`config.mk`:
```
export PLATFORM = sky130hd
export DESIGN_NAME = key_entry_accumulator
export DESIGN_NICKNAME = d
export VERILOG_FILES = /design/src/rtl/keyentry_pkg.sv /design/src/rtl/key_stable_counter.sv /design/src/rtl/key_entry_accumulator.sv
export SDC_FILE = /design/constraint.sdc
export NUM_CORES = 1
export LEC_CHECK = 0
export ABC_AREA = 1
export CAP_MARGIN = 20
export CORE_MARGIN = 5
export CORE_UTILIZATION = 45
export CTS_CLUSTER_SIZE = 28
export DETAILED_ROUTE_END_ITERATION = 7
export DONT_BUFFER_PORTS = 1
export GPL_ROUTABILITY_DRIVEN = 1
export PLACE_DENSITY = 0.7
export SLEW_MARGIN = 20
export SYNTH_ARGS = -nofsm -noshare
export SYNTH_HDL_FRONTEND = slang
export SYNTH_HIERARCHICAL = 1
export SYNTH_SLANG_ARGS = --single-unit
```
`constraint.sdc`:
```
create_clock -name CLK -period 2.7 [get_ports CLK]
set_clock_uncertainty 0.2 [all_clocks]
set_input_delay 0 -clock CLK [delete_from_list [all_inputs] [get_ports CLK]]
set_output_delay 0 -clock CLK [all_outputs]
set_load 0.01 [all_outputs]
```
`src/rtl/keyentry_pkg.sv`:
```
// Shared definitions for the key entry accumulator: FSM state encoding,
// key code classes and the digit classification helper.
package keyentry_pkg;

  typedef enum logic [2:0] {
    ST_IDLE,
    ST_PRESS_DB,
    ST_COMMIT,
    ST_HOLD,
    ST_RELEASE_DB
  } key_state_e;

  localparam logic [3:0] KEY_DIGIT_MAX = 4'd9;
  localparam logic [3:0] KEY_BACKSPACE = 4'hF;

  function automatic logic is_digit(input logic [3:0] code);
    return code <= KEY_DIGIT_MAX;
  endfunction

endpackage

```
`src/rtl/key_stable_counter.sv`:
```
// Stability counter for debounce: counts enabled cycles since the last clear and
// flags when CYCLES-1 is reached. Saturates there so it can never wrap.
module key_stable_counter #(
  parameter int unsigned CYCLES = 16
) (
  input  logic CLK,
  input  logic RESET_N,
  input  logic clear,
  input  logic enable,
  output logic done
);

  localparam int unsigned CW = $clog2(CYCLES);
  localparam logic [CW-1:0] LAST = CW'(CYCLES - 1);

  logic [CW-1:0] count;

  // NOTE: sequential state uses non-blocking assignments so every flop samples pre-edge values.
  always_ff @(posedge CLK or negedge RESET_N) begin
    if (!RESET_N) begin
      count <= '0;
    end else if (clear) begin
      count <= '0;
    end else if (enable && (count != LAST)) begin
      count <= count + 1'b1;
    end
  end

  assign done = (count == LAST);

endmodule

```
`src/rtl/key_entry_accumulator.sv`:
```
// Debounces keyboardCtrl key events, shifts digits into a BCD operand and hands
// function keys to the calculator over valid/ready. Optional macro: KEYENTRY_BACKSPACE_EN.
module key_entry_accumulator
  import keyentry_pkg::*;
#(
  parameter  int unsigned NDIGITS         = 8,
  parameter  int unsigned DEBOUNCE_CYCLES = 16,
  localparam int unsigned CNT_W           = $clog2(NDIGITS + 1)
) (
  input  logic                   CLK,
  input  logic                   RESET_N,
  input  logic                   KeyRead,
  input  logic [0:3]             BCDKey,
  input  logic                   ClearEntry,
  input  logic                   FuncReady,
  output logic [4*NDIGITS-1:0]   Operand,
  output logic [CNT_W-1:0]       DigitCount,
  output logic                   EntryOverflow,
  output logic                   FuncValid,
  output logic [3:0]             FuncCode,
  output logic                   KeyEvent
);

  localparam logic [CNT_W-1:0] MAX_DIGITS = CNT_W'(NDIGITS);

  key_state_e state, state_nxt;
  logic [3:0] raw_code;
  logic [3:0] key_code;
  logic       latch_code;
  logic       cnt_clear;
  logic       cnt_enable;
  logic       cnt_done;
  logic       commit;
  logic       is_bksp;
  logic       is_func;
  logic       commit_digit;
  logic       commit_func;
  logic       commit_bksp;

  // BCDKey is declared [0:3] with bit 0 as MSB, so a plain assignment keeps the numeric value.
  assign raw_code = BCDKey;

`ifdef KEYENTRY_BACKSPACE_EN
  assign is_bksp = (key_code == KEY_BACKSPACE);
`else
  assign is_bksp = 1'b0;
`endif
  assign is_func = !is_digit(key_code) && !is_bksp;

  key_stable_counter #(
    .CYCLES (DEBOUNCE_CYCLES)
  ) u_stable_counter (
    .CLK     (CLK),
    .RESET_N (RESET_N),
    .clear   (cnt_clear),
    .enable  (cnt_enable),
    .done    (cnt_done)
  );

  always_ff @(posedge CLK or negedge RESET_N) begin
    if (!RESET_N) begin
      state <= ST_IDLE;
    end else begin
      state <= state_nxt;
    end
  end

  // NOTE: every output of this block is given a default first, so no path can infer a latch.
  always_comb begin
    state_nxt  = state;
    latch_code = 1'b0;
    cnt_clear  = 1'b1;
    cnt_enable = 1'b0;
    commit     = 1'b0;
    case (state)
      ST_IDLE: begin
        if (KeyRead) begin
          state_nxt  = ST_PRESS_DB;
          latch_code = 1'b1;
        end
      end
      ST_PRESS_DB: begin
        cnt_clear  = 1'b0;
        cnt_enable = 1'b1;
        if (!KeyRead) begin
          state_nxt = ST_IDLE;
        end else if (raw_code != key_code) begin
          latch_code = 1'b1;
          cnt_clear  = 1'b1;
        end else if (cnt_done) begin
          state_nxt = ST_COMMIT;
        end
      end
      ST_COMMIT: begin
        // Function keys wait here while an earlier code is still unaccepted.
        if (!is_func || !FuncValid || FuncReady) begin
          commit    = 1'b1;
          state_nxt = ST_HOLD;
        end
      end
      ST_HOLD: begin
        if (!KeyRead) begin
          state_nxt = ST_RELEASE_DB;
        end
      end
      ST_RELEASE_DB: begin
        cnt_clear  = 1'b0;
        cnt_enable = 1'b1;
        if (KeyRead) begin
          state_nxt = ST_HOLD;
        end else if (cnt_done) begin
          state_nxt = ST_IDLE;
        end
      end
      default: state_nxt = ST_IDLE;
    endcase
  end

  always_ff @(posedge CLK or negedge RESET_N) begin
    if (!RESET_N) begin
      key_code <= '0;
    end else if (latch_code) begin
      key_code <= raw_code;
    end
  end

  assign commit_digit = commit && is_digit(key_code);
  assign commit_func  = commit && is_func;
  assign commit_bksp  = commit && is_bksp;

  always_ff @(posedge CLK or negedge RESET_N) begin
    if (!RESET_N) begin
      Operand       <= '0;
      DigitCount    <= '0;
      EntryOverflow <= 1'b0;
      KeyEvent      <= 1'b0;
    end else begin
      KeyEvent <= commit;
      if (ClearEntry) begin
        Operand       <= '0;
        DigitCount    <= '0;
        EntryOverflow <= 1'b0;
      end else if (commit_digit) begin
        // A zero with nothing entered yet is a leading zero and changes nothing.
        if ((DigitCount != '0) || (key_code != 4'd0)) begin
          if (DigitCount < MAX_DIGITS) begin
            Operand    <= {Operand[4*NDIGITS-5:0], key_code};
            DigitCount <= DigitCount + 1'b1;
          end else begin
            EntryOverflow <= 1'b1;
          end
        end
      end else if (commit_bksp) begin
        EntryOverflow <= 1'b0;
        if (DigitCount != '0) begin
          Operand    <= Operand >> 4;
          DigitCount <= DigitCount - 1'b1;
        end
      end
    end
  end

  always_ff @(posedge CLK or negedge RESET_N) begin
    if (!RESET_N) begin
      FuncValid <= 1'b0;
      FuncCode  <= '0;
    end else if (commit_func) begin
      FuncValid <= 1'b1;
      FuncCode  <= key_code;
    end else if (FuncReady) begin
      FuncValid <= 1'b0;
    end
  end

endmodule

```
Word level (Yosys, flattened, before mapping)
Index checks and enable logic that the tools add are counted.
{ "totals": {"register_bits": 54} }
{ "op_classes": {"add_sub_neg": 2, "n_lt_le_gt_ge": 2, "eq_ne": 14, "n_mux": 33, "n_reduce_logical": 20} }
{ "op_table": {"columns": ["cell", "n"], "rows": [
  ["$mux 32", 4],
  ["$mux 3", 8],
  ["$mux 4", 6],
  ["$pmux 3 s5", 1],
  ["$mux 1", 12],
  ["$reduce_bool 2->1", 5],
  ["$ne 3x3->1 const B", 3],
  ["$add 4x1->4 const B", 2],
  ["$ne 2x2->1 const B", 4],
  ["$reduce_bool 4->1", 2],
  ["$eq 3x2->1 const B", 2],
  ["$reduce_and 3->1", 2],
  ["$reduce_and 6->1", 1],
  ["$eq 4x4->1 const B", 1],
  ["$le 4x4->1 const B", 1],
  ["$lt 4x4->1 const B", 1],
  ["$ne 4x4->1", 1],
  ["$ne 4x4->1 const B", 1],
  ["$pmux 1 s2", 2],
  ["$eq 3x1->1 const B", 1],
  ["$eq 3x3->1 const B", 1],
  ["$logic_and 1x1->1", 3],
  ["$logic_not 3->1", 1],
  ["$logic_or 1x1->1", 3],
  ["2 further kinds", 3]
]} }

Longest topological paths before layout
Gate-level depths: netlist (run 1).
{ "logic_depth": {"ltp_word": 8, "mapped_depth": 10} }

Hierarchy
Netlist (run 1), hierarchy kept.
{ "modules_own_cells": {"columns": ["mod", "n_inst", "cells_per_inst", "area_each_um2", "seq_area_each_um2"], "rows": [
  ["key_entry_accumulator", 1, 271, 2471.1, 1251.2],
  ["key_stable_counter", 1, 29, 225.2, 100.1]
]} }

Least setup slack after synthesis (run 1)
Ideal clock, no wire load.
{ "synth_timing": {"path_kind": "register -> register", "start": "reg DigitCount[0]", "end": "reg DigitCount[2]", "setup_ns": 0.118, "t_arrival_ns": 1.296, "t_required_ns": 2.382, "path_slack_ns": 1.086, "stages_incl_launch_ff": 10, "period_less_slack_ns": 1.614, "path_cell_list": "dfrtp_1 > inv_1 > ha_1 > nand4_1 > nor2_1 > nor2_2 > nand2_4 > buf_6 > nand2_1 > o21ai_2"} }
{ "synth_via": {"elab_chain_cells": 5, "word_cells_on_any_way": 11, "cone_classes": "add/sub (1); order compare (1); mux (4); reduce/logical (5)"} }
{ "synth_rtl": {"columns": ["item", "line", "rtl"], "rows": [
  ["from (decl)", "key_entry_accumulator.sv:17", "output logic [CNT_W-1:0] DigitCount,"],
  ["from (signal assigned)", "key_entry_accumulator.sv:148", "DigitCount <= DigitCount + 1'b1;"],
  ["from (signal assigned)", "key_entry_accumulator.sv:157", "DigitCount <= DigitCount - 1'b1;"],
  ["$add 4x1->4", "key_entry_accumulator.sv:148", null],
  ["$mux 4", "key_entry_accumulator.sv:146", "if (DigitCount < MAX_DIGITS) begin"],
  ["$mux 4", "key_entry_accumulator.sv:145", "if ((DigitCount != '0) || (key_code != 4'd0)) begin"],
  ["$mux 4", "key_entry_accumulator.sv:143", "end else if (commit_digit) begin"],
  ["$mux 4", "key_entry_accumulator.sv:139", "if (ClearEntry) begin"]
]} }
Parallel ways exist; a longest one is shown, timed or not. The select of a mux whose other input is x is not followed.
A chain may end at the register's enable or synchronous reset.

Worst setup path after layout (run 1)
{ "layout_timing": {"start": "reg state[1]", "end": "reg key_code[1]"} }
{ "layout_via": {"elab_chain_cells": 2, "word_cells_on_any_way": 3, "cone_classes": "eq/ne (1); mux (1); reduce/logical (1)"} }
{ "layout_rtl": {"columns": ["item", "line", "rtl"], "rows": [
  ["from (decl)", "key_entry_accumulator.sv:26", "key_state_e state, state_nxt;"],
  ["from (signal assigned)", "key_entry_accumulator.sv:64", "state <= state_nxt;"],
  ["$eq 3x1->1 / $logic_not 3->1 (equally long branches)", "key_entry_accumulator.sv:75", "case (state)"],
  ["$pmux 1 s2 (*)", "key_entry_accumulator.sv:75", null],
  ["to (signal assigned)", "key_entry_accumulator.sv:123", "key_code <= raw_code;"],
  ["to (decl)", "key_entry_accumulator.sv:28", "logic [3:0] key_code;"]
]} }
Every way passes the cells marked *; elsewhere a longest branch is shown, timed or not.

==> results.sh, run 1 <==
export IMPL_wire_per_inst_um=13.9
export IMPL_ant_nets=0
export IMPL_layout_min_cycle_time_ns=2.21
export IMPL_hpwl_mm=3.72
export IMPL_ys_warnings_count=6
export IMPL_first_global_vias=1917
export IMPL_hold_viol_final=0
export IMPL_firstDrtPassIters=4
export IMPL_fp_coreArea_um2=5890
export IMPL_io_pins=52
export IMPL_p_leak_nw=1.41
export IMPL_rsz0062_at_grt="false"
export IMPL_area_delta_synth_final_pct=10.6
export IMPL_cp_required_ns=2.73
export IMPL_outcome="finished clean"
export IMPL_synth_edf_count=0
export IMPL_hp_class="in2async"
export IMPL_rr_worst_depth=8
export IMPL_crit_path_end_kind="flip-flop"
export IMPL_cts_tree="built"
export IMPL_fin_util_pct=50.7
export IMPL_htree_levels=2
export IMPL_grt_util_all_layers_pct=15.1
export IMPL_start_util_pct=45.8
export IMPL_avgSynthCellArea_um2=8.99
export IMPL_route_detailed_drc=0
export IMPL_nets=326
export IMPL_syn_nets=312
export IMPL_yosysTopAreaCell="dfrtp_1"
export IMPL_max_slew_margin_pct=68.8
export IMPL_clkSlewWorstSetupHoldPaths_ns=0.10
export IMPL_drv_slew=0
export IMPL_antenna_diode_count=0
export IMPL_die_area_um2=7640
export IMPL_startpoint_type="flip-flop"
export IMPL_fmax_mhz=452
export IMPL_yosys_top_cells_area="dfrtp_1, nand2_1, o21ai_2"
export IMPL_cp_max_fo=10
export IMPL_reg2reg_setup_slack_ns=0.49
export IMPL_drtIter0Drc=116
export IMPL_worst_slew_pin_slew_ns=0.468
export IMPL_cts_made_buffers=5
export IMPL_numClockSinks=54
export IMPL_fillers=564
export IMPL_gp_congestion=0.809
export IMPL_overflow=0
export IMPL_arrival_ns=2.25
export IMPL_antenna_found_initial=0
export IMPL_clock_path_buffers=2
export IMPL_grt_pass1_wl_mm=9.27
export IMPL_synthesis_area_um2=2700
export IMPL_grt_max_degree=55
export IMPL_vias=1993
export IMPL_yosysMostFrequentCell="nand2_1"
export IMPL_post_route_cells_drive_above_1_share_pct=20.6
export IMPL_setup_viol=0
export IMPL_synth_ff_type="dfrtp_1"
export IMPL_synth_seq_cells=54
export IMPL_reg2reg_to="key_code[1]"
export IMPL_powerDensity_nw_per_um2=829
export IMPL_syn_inst=300
export IMPL_multiInputGateArea_um2=1180
export IMPL_dieWidth_um=87.4
export IMPL_cap_violations=0
export IMPL_synth_seq_area_share_pct=50.1
export IMPL_die_h_um=87.4
export IMPL_synth_commonest_cells="nand2_1, dfrtp_1, o21ai_2"
export IMPL_portBuffers=0
export IMPL_path_class="reg2reg"
export IMPL_num_rows=28
export IMPL_synth_top_area_share_pct=50.1
export IMPL_r2r_start="state[1]"
export IMPL_p_total_mw=2.47
export IMPL_async_reset_ff_share_pct=100
export IMPL_seqCellArea_um2=1350
export IMPL_wirelength_mm=5.43
export IMPL_peakVddDrop_uv=488
export IMPL_cts_root_buffer="clkbuf_8"
export IMPL_post_route_period_util_pct=82.0
export IMPL_viasPerCell=5.11
export IMPL_setup_tns_ns=0
export IMPL_clock_latency_ns=0.30
export IMPL_synth_cell_type_count=25
## report_power, final
group          switching [mW]  internal, mW  total (mW)
registers               0.235         0.961        1.20
logic                   0.519         0.296       0.816
clock network           0.254         0.207       0.460
total                    1.01          1.46        2.47
## metal layers
metal / part of all wire, % / track usage (%) / up-vias
li1: - / - / 992
met1: 42 / 18.7 / 941
met2: 48 / 25.4 / 58
met3: 9.5 / 4.82 / 2
met4: 0.48 / 3.77 / 0
met5: 0 / 0 / -
## kinds of logic (layout without fill, tap and decap cells)
| family | count (synthesis) | after routing | synth area share, % |
|---|---|---|---|
| compound gates | 46 | 46 | 14.6 |
| simple gates | 164 | 164 | 26.5 |
| flops | 54 | 54 | 50.1 |
| buf+inv | 29 | 44 | 6.12 |
| fa+ha+maj | 3 | 3 | 1.39 |
| xor+xnor | 4 | 4 | 1.30 |
## state kept, by name, summed over array words and instances (netlist names)
name	flops
key_code	4
DigitCount	4
EntryOverflow	1
u_stable_counter/count	4
Operand	32
FuncCode	4
state	3
KeyEvent	1
FuncValid	1
## worst max path at each step
stage / startpoint / endpoint / slack [ns]
finish: state[1] / key_code[1] / 0.49
detailed placement: DigitCount[0] / Operand[20] / 0.61
floorplan: DigitCount[0] / DigitCount[2] / 1.09
global route: state[1] / key_code[1] / 0.31
CTS: key_code[2] / key_code[1] / 0.55
global placement: DigitCount[0] / Operand[24] / 0.70
## critical path, cell delays in order, from the launching register on
cell	delay, ns
dfrtp_1	0.45
nor2_1	0.20
nand2_1	0.11
nor2_1	0.15
nand2_2	0.16
nand2_1	0.16
nand2_1	0.09
dlygate4sd3_1	0.57
nand2_1	0.06
## timing repair
item                      CTS  global route
hold endpoints to repair  101             0
hold buffers               13             0
gates resized for setup     0             0
buffers inserted            0             0
## through the flow
stage / area (µm²) / setup WS [ns] / cells / hold WS, ns
6_report: 2980 / 0.486 / 390 / 0.0207
5_1_grt: 2980 / 0.315 / 390 / 0.0313
4_1_cts: 2980 / 0.546 / 390 / 0.0152
3_5_place_dp: 2740 / 0.612 / 369 / -0.494
3_3_place_gp: 2740 / 0.700 / 369 / -0.494
2_1_floorplan: 2700 / 1.09 / 300 / -0.496
## final cells by class
class	instances	area share, %
clock buffer	6	2.77
clock inverter	2	0.420
tap	75	3.15
sequential	54	45.3
timing repair buffer	17	6.38
inverter	19	2.39
multi-input combinational	217	39.6
## cells in the final DEF (no fill, tap or decap), drive strengths merged
master	count
nand2	120
buf	5
dlygate4sd3	12
ha	3
nor2	17
a21oi	1
nand3b	2
clkinv	2
inv	18
nand3	19
dfrtp	54
clkbuf	6
o21a	1
o21ai	43
clkinvlp	1
nand4	6
o21bai	1
xor2	4
(Power assumes the default switching activity.)
==> run 2: changes to the inputs <==
--- a/config.mk
+++ b/config.mk
@@ -13,7 +13,7 @@
 export DETAILED_ROUTE_END_ITERATION = 7
 export DONT_BUFFER_PORTS = 1
 export GPL_ROUTABILITY_DRIVEN = 1
-export PLACE_DENSITY = 0.7
+export PLACE_DENSITY = 0.72
 export SLEW_MARGIN = 20
 export SYNTH_ARGS = -nofsm -noshare
 export SYNTH_HDL_FRONTEND = slang
==> constraint.sdc (replaced) <==
create_clock -name CLK -period 2 [get_ports CLK]
set_clock_uncertainty 0.2 [all_clocks]
set_input_delay 0 -clock CLK [delete_from_list [all_inputs] [get_ports CLK]]
set_output_delay 0 -clock CLK [all_outputs]
set_load 0.01 [all_outputs]
==> results.sh, run 2 (synthesis results as in run 1) <==
export IMPL_outcome="complete, but fails checks"
export IMPL_violations="negative hold slack"
export IMPL_drtIter0Drc=123
export IMPL_viasPerCell=5.07
export IMPL_ant_nets=0
export IMPL_cp_required_ns=2.05
export IMPL_antenna_found_initial=0
export IMPL_layout_min_cycle_time_ns=1.81
export IMPL_switching_share_pct=41.8
export IMPL_grt_pass1_wl_mm=9.29
export IMPL_wl_met2_mm=2.60
export IMPL_crit_path_end_kind="flip-flop"
export IMPL_htree_levels=2
export IMPL_post_route_cells_drive_above_1_share_pct=21.2
export IMPL_clkSlewWorstSetupHoldPaths_ns=0.10
export IMPL_switchingPower_mw=1.39
export IMPL_numClockSinks=54
export IMPL_top_layer="met4"
export IMPL_startpoint_type="flip-flop"
export IMPL_vias=1963
export IMPL_p_leak_nw=1.41
export IMPL_gp_congestion=0.801
export IMPL_fmax_mhz=553
export IMPL_stdcell_area_um2=2960
export IMPL_cts_root_buffer="clkbuf_8"
export IMPL_reg2reg_to="Operand[25]"
export IMPL_largest_reg_flops=32
export IMPL_setup_tns_ns=0
export IMPL_num_rows=28
export IMPL_fillers=558
export IMPL_setup_viol=0
export IMPL_combPwrFrac_pct=33.3
export IMPL_nets=323
export IMPL_ctsHoldBuffers=9
export IMPL_antenna_diode_count=0
export IMPL_hpwl_mm=3.84
export IMPL_p_total_mw=3.33
export IMPL_area_delta_synth_final_pct=9.65
export IMPL_die_h_um=87.4
export IMPL_hp_class="in2async"
export IMPL_top_register="Operand"
export IMPL_cts_tree="built"
export IMPL_grt_util_all_layers_pct=15.4
export IMPL_clock_latency_ns=0.31
export IMPL_worst_slew_pin_slew_ns=0.317
export IMPL_max_slew_margin_pct=78.8
export IMPL_route_detailed_drc=0
export IMPL_clock_path_buffers=2
export IMPL_r2r_start="DigitCount[0]"
export IMPL_postCtsSetupRepairBufs=0
export IMPL_peakVddDrop_uv=671
export IMPL_post_dp_cell_area_um2=2760
export IMPL_powerDensity_nw_per_um2=1130
export IMPL_rsz0062_at_grt="false"
export IMPL_firstDrtPassIters=4
export IMPL_reg2reg_setup_slack_ns=0.19
export IMPL_wl_met1_mm=2.40
export IMPL_final_common_cell="nand2_1"
export IMPL_arrival_ns=1.86
export IMPL_grt_max_degree=55
export IMPL_fp_coreArea_um2=5890
export IMPL_path_class="reg2reg"
export IMPL_hold_viol_final=8
export IMPL_wl_met3_um=482
export IMPL_p_int_mw=1.94
export IMPL_first_global_vias=1849
export IMPL_drv_slew=0
export IMPL_wirelength_mm=5.55
export IMPL_cts_resized_gates=0
export IMPL_start_util_pct=45.8
export IMPL_cap_violations=0
export IMPL_hold_slack_ns=-0.00994
export IMPL_wire_per_inst_um=14.3
export IMPL_clockPowerShare_pct=18.7
export IMPL_cts_made_buffers=5
export IMPL_overflow=0
export IMPL_post_route_period_util_pct=90.3
export IMPL_dieWidth_um=87.4
export IMPL_sequentialPowerShare_pct=48.0
export IMPL_io_pins=52
export IMPL_cp_max_fo=34
export IMPL_portBuffers=0
export IMPL_die_area_um2=7640
export IMPL_rr_worst_depth=9
export IMPL_final_cell_mix="nand2_1, dfrtp_1, o21ai_2"
## run 2: metal layers
| metal | up-vias | track usage, % |
|---|---|---|
| met3 | 7 | 5.39 |
| met4 | 0 | 4.60 |
| li1 | 980 | - |
| met5 | - | 0 |
| met2 | 54 | 23.8 |
| met1 | 922 | 20.3 |
## run 2: worst max-delay path, stage by stage (launching register included)
cell and delay, ns:
dfrtp_1 0.40, inv_1 0.08, ha_1 0.16, nand4_1 0.10
nor2_1 0.13, nor2_2 0.06, nand2_4 0.17, buf_12 0.24
nand2_1 0.11, o21ai_2 0.07
## run 2: how the worst max path moves through the flow
stage,end,start,depth (start not counted)
after CTS,Operand[20],DigitCount[0],9
final,Operand[25],DigitCount[0],9
after floorplan,DigitCount[2],DigitCount[0],9
after detailed placement,Operand[20],DigitCount[0],9
after global placement,u_stable_counter/count[3],state[1],8
after global routing,u_stable_counter/count[2],state[1],8
## run 2: metrics by stage
stage	setup slack (ns)	instances	utilization, %	hold slack [ns]
after floorplan	0.386	300	-	-0.496
after global placement	0.269	370	46.9	-0.494
after detailed placement	0.232	370	46.9	-0.494
after CTS	0.205	387	50.2	0.00162
after global routing	0.0832	387	50.2	0.0152
final	0.193	387	50.2	-0.00994
## run 2: cell type report
type / count / area (µm²) / share of cell area, %
flip-flops and latches: 54 / 1350 / 45.7
multi-input cells: 217 / 1180 / 39.9
repair buffers: 14 / 170 / 5.76
well taps: 75 / 93.8 / 3.17
inverters: 19 / 71.3 / 2.41
clock buffers: 5 / 68.8 / 2.33
clock inverters: 3 / 21.3 / 0.719
## run 2: power by group through the flow
stage          Clock [mW]  Combinational, mW  Sequential (mW)
3_3_place_gp            0               1.04             1.62
6_report            0.623               1.11             1.60
2_1_floorplan           0              0.908             1.56
5_1_grt             0.703               1.25             1.64
3_5_place_dp            0               1.07             1.63
4_1_cts             0.641               1.12             1.61
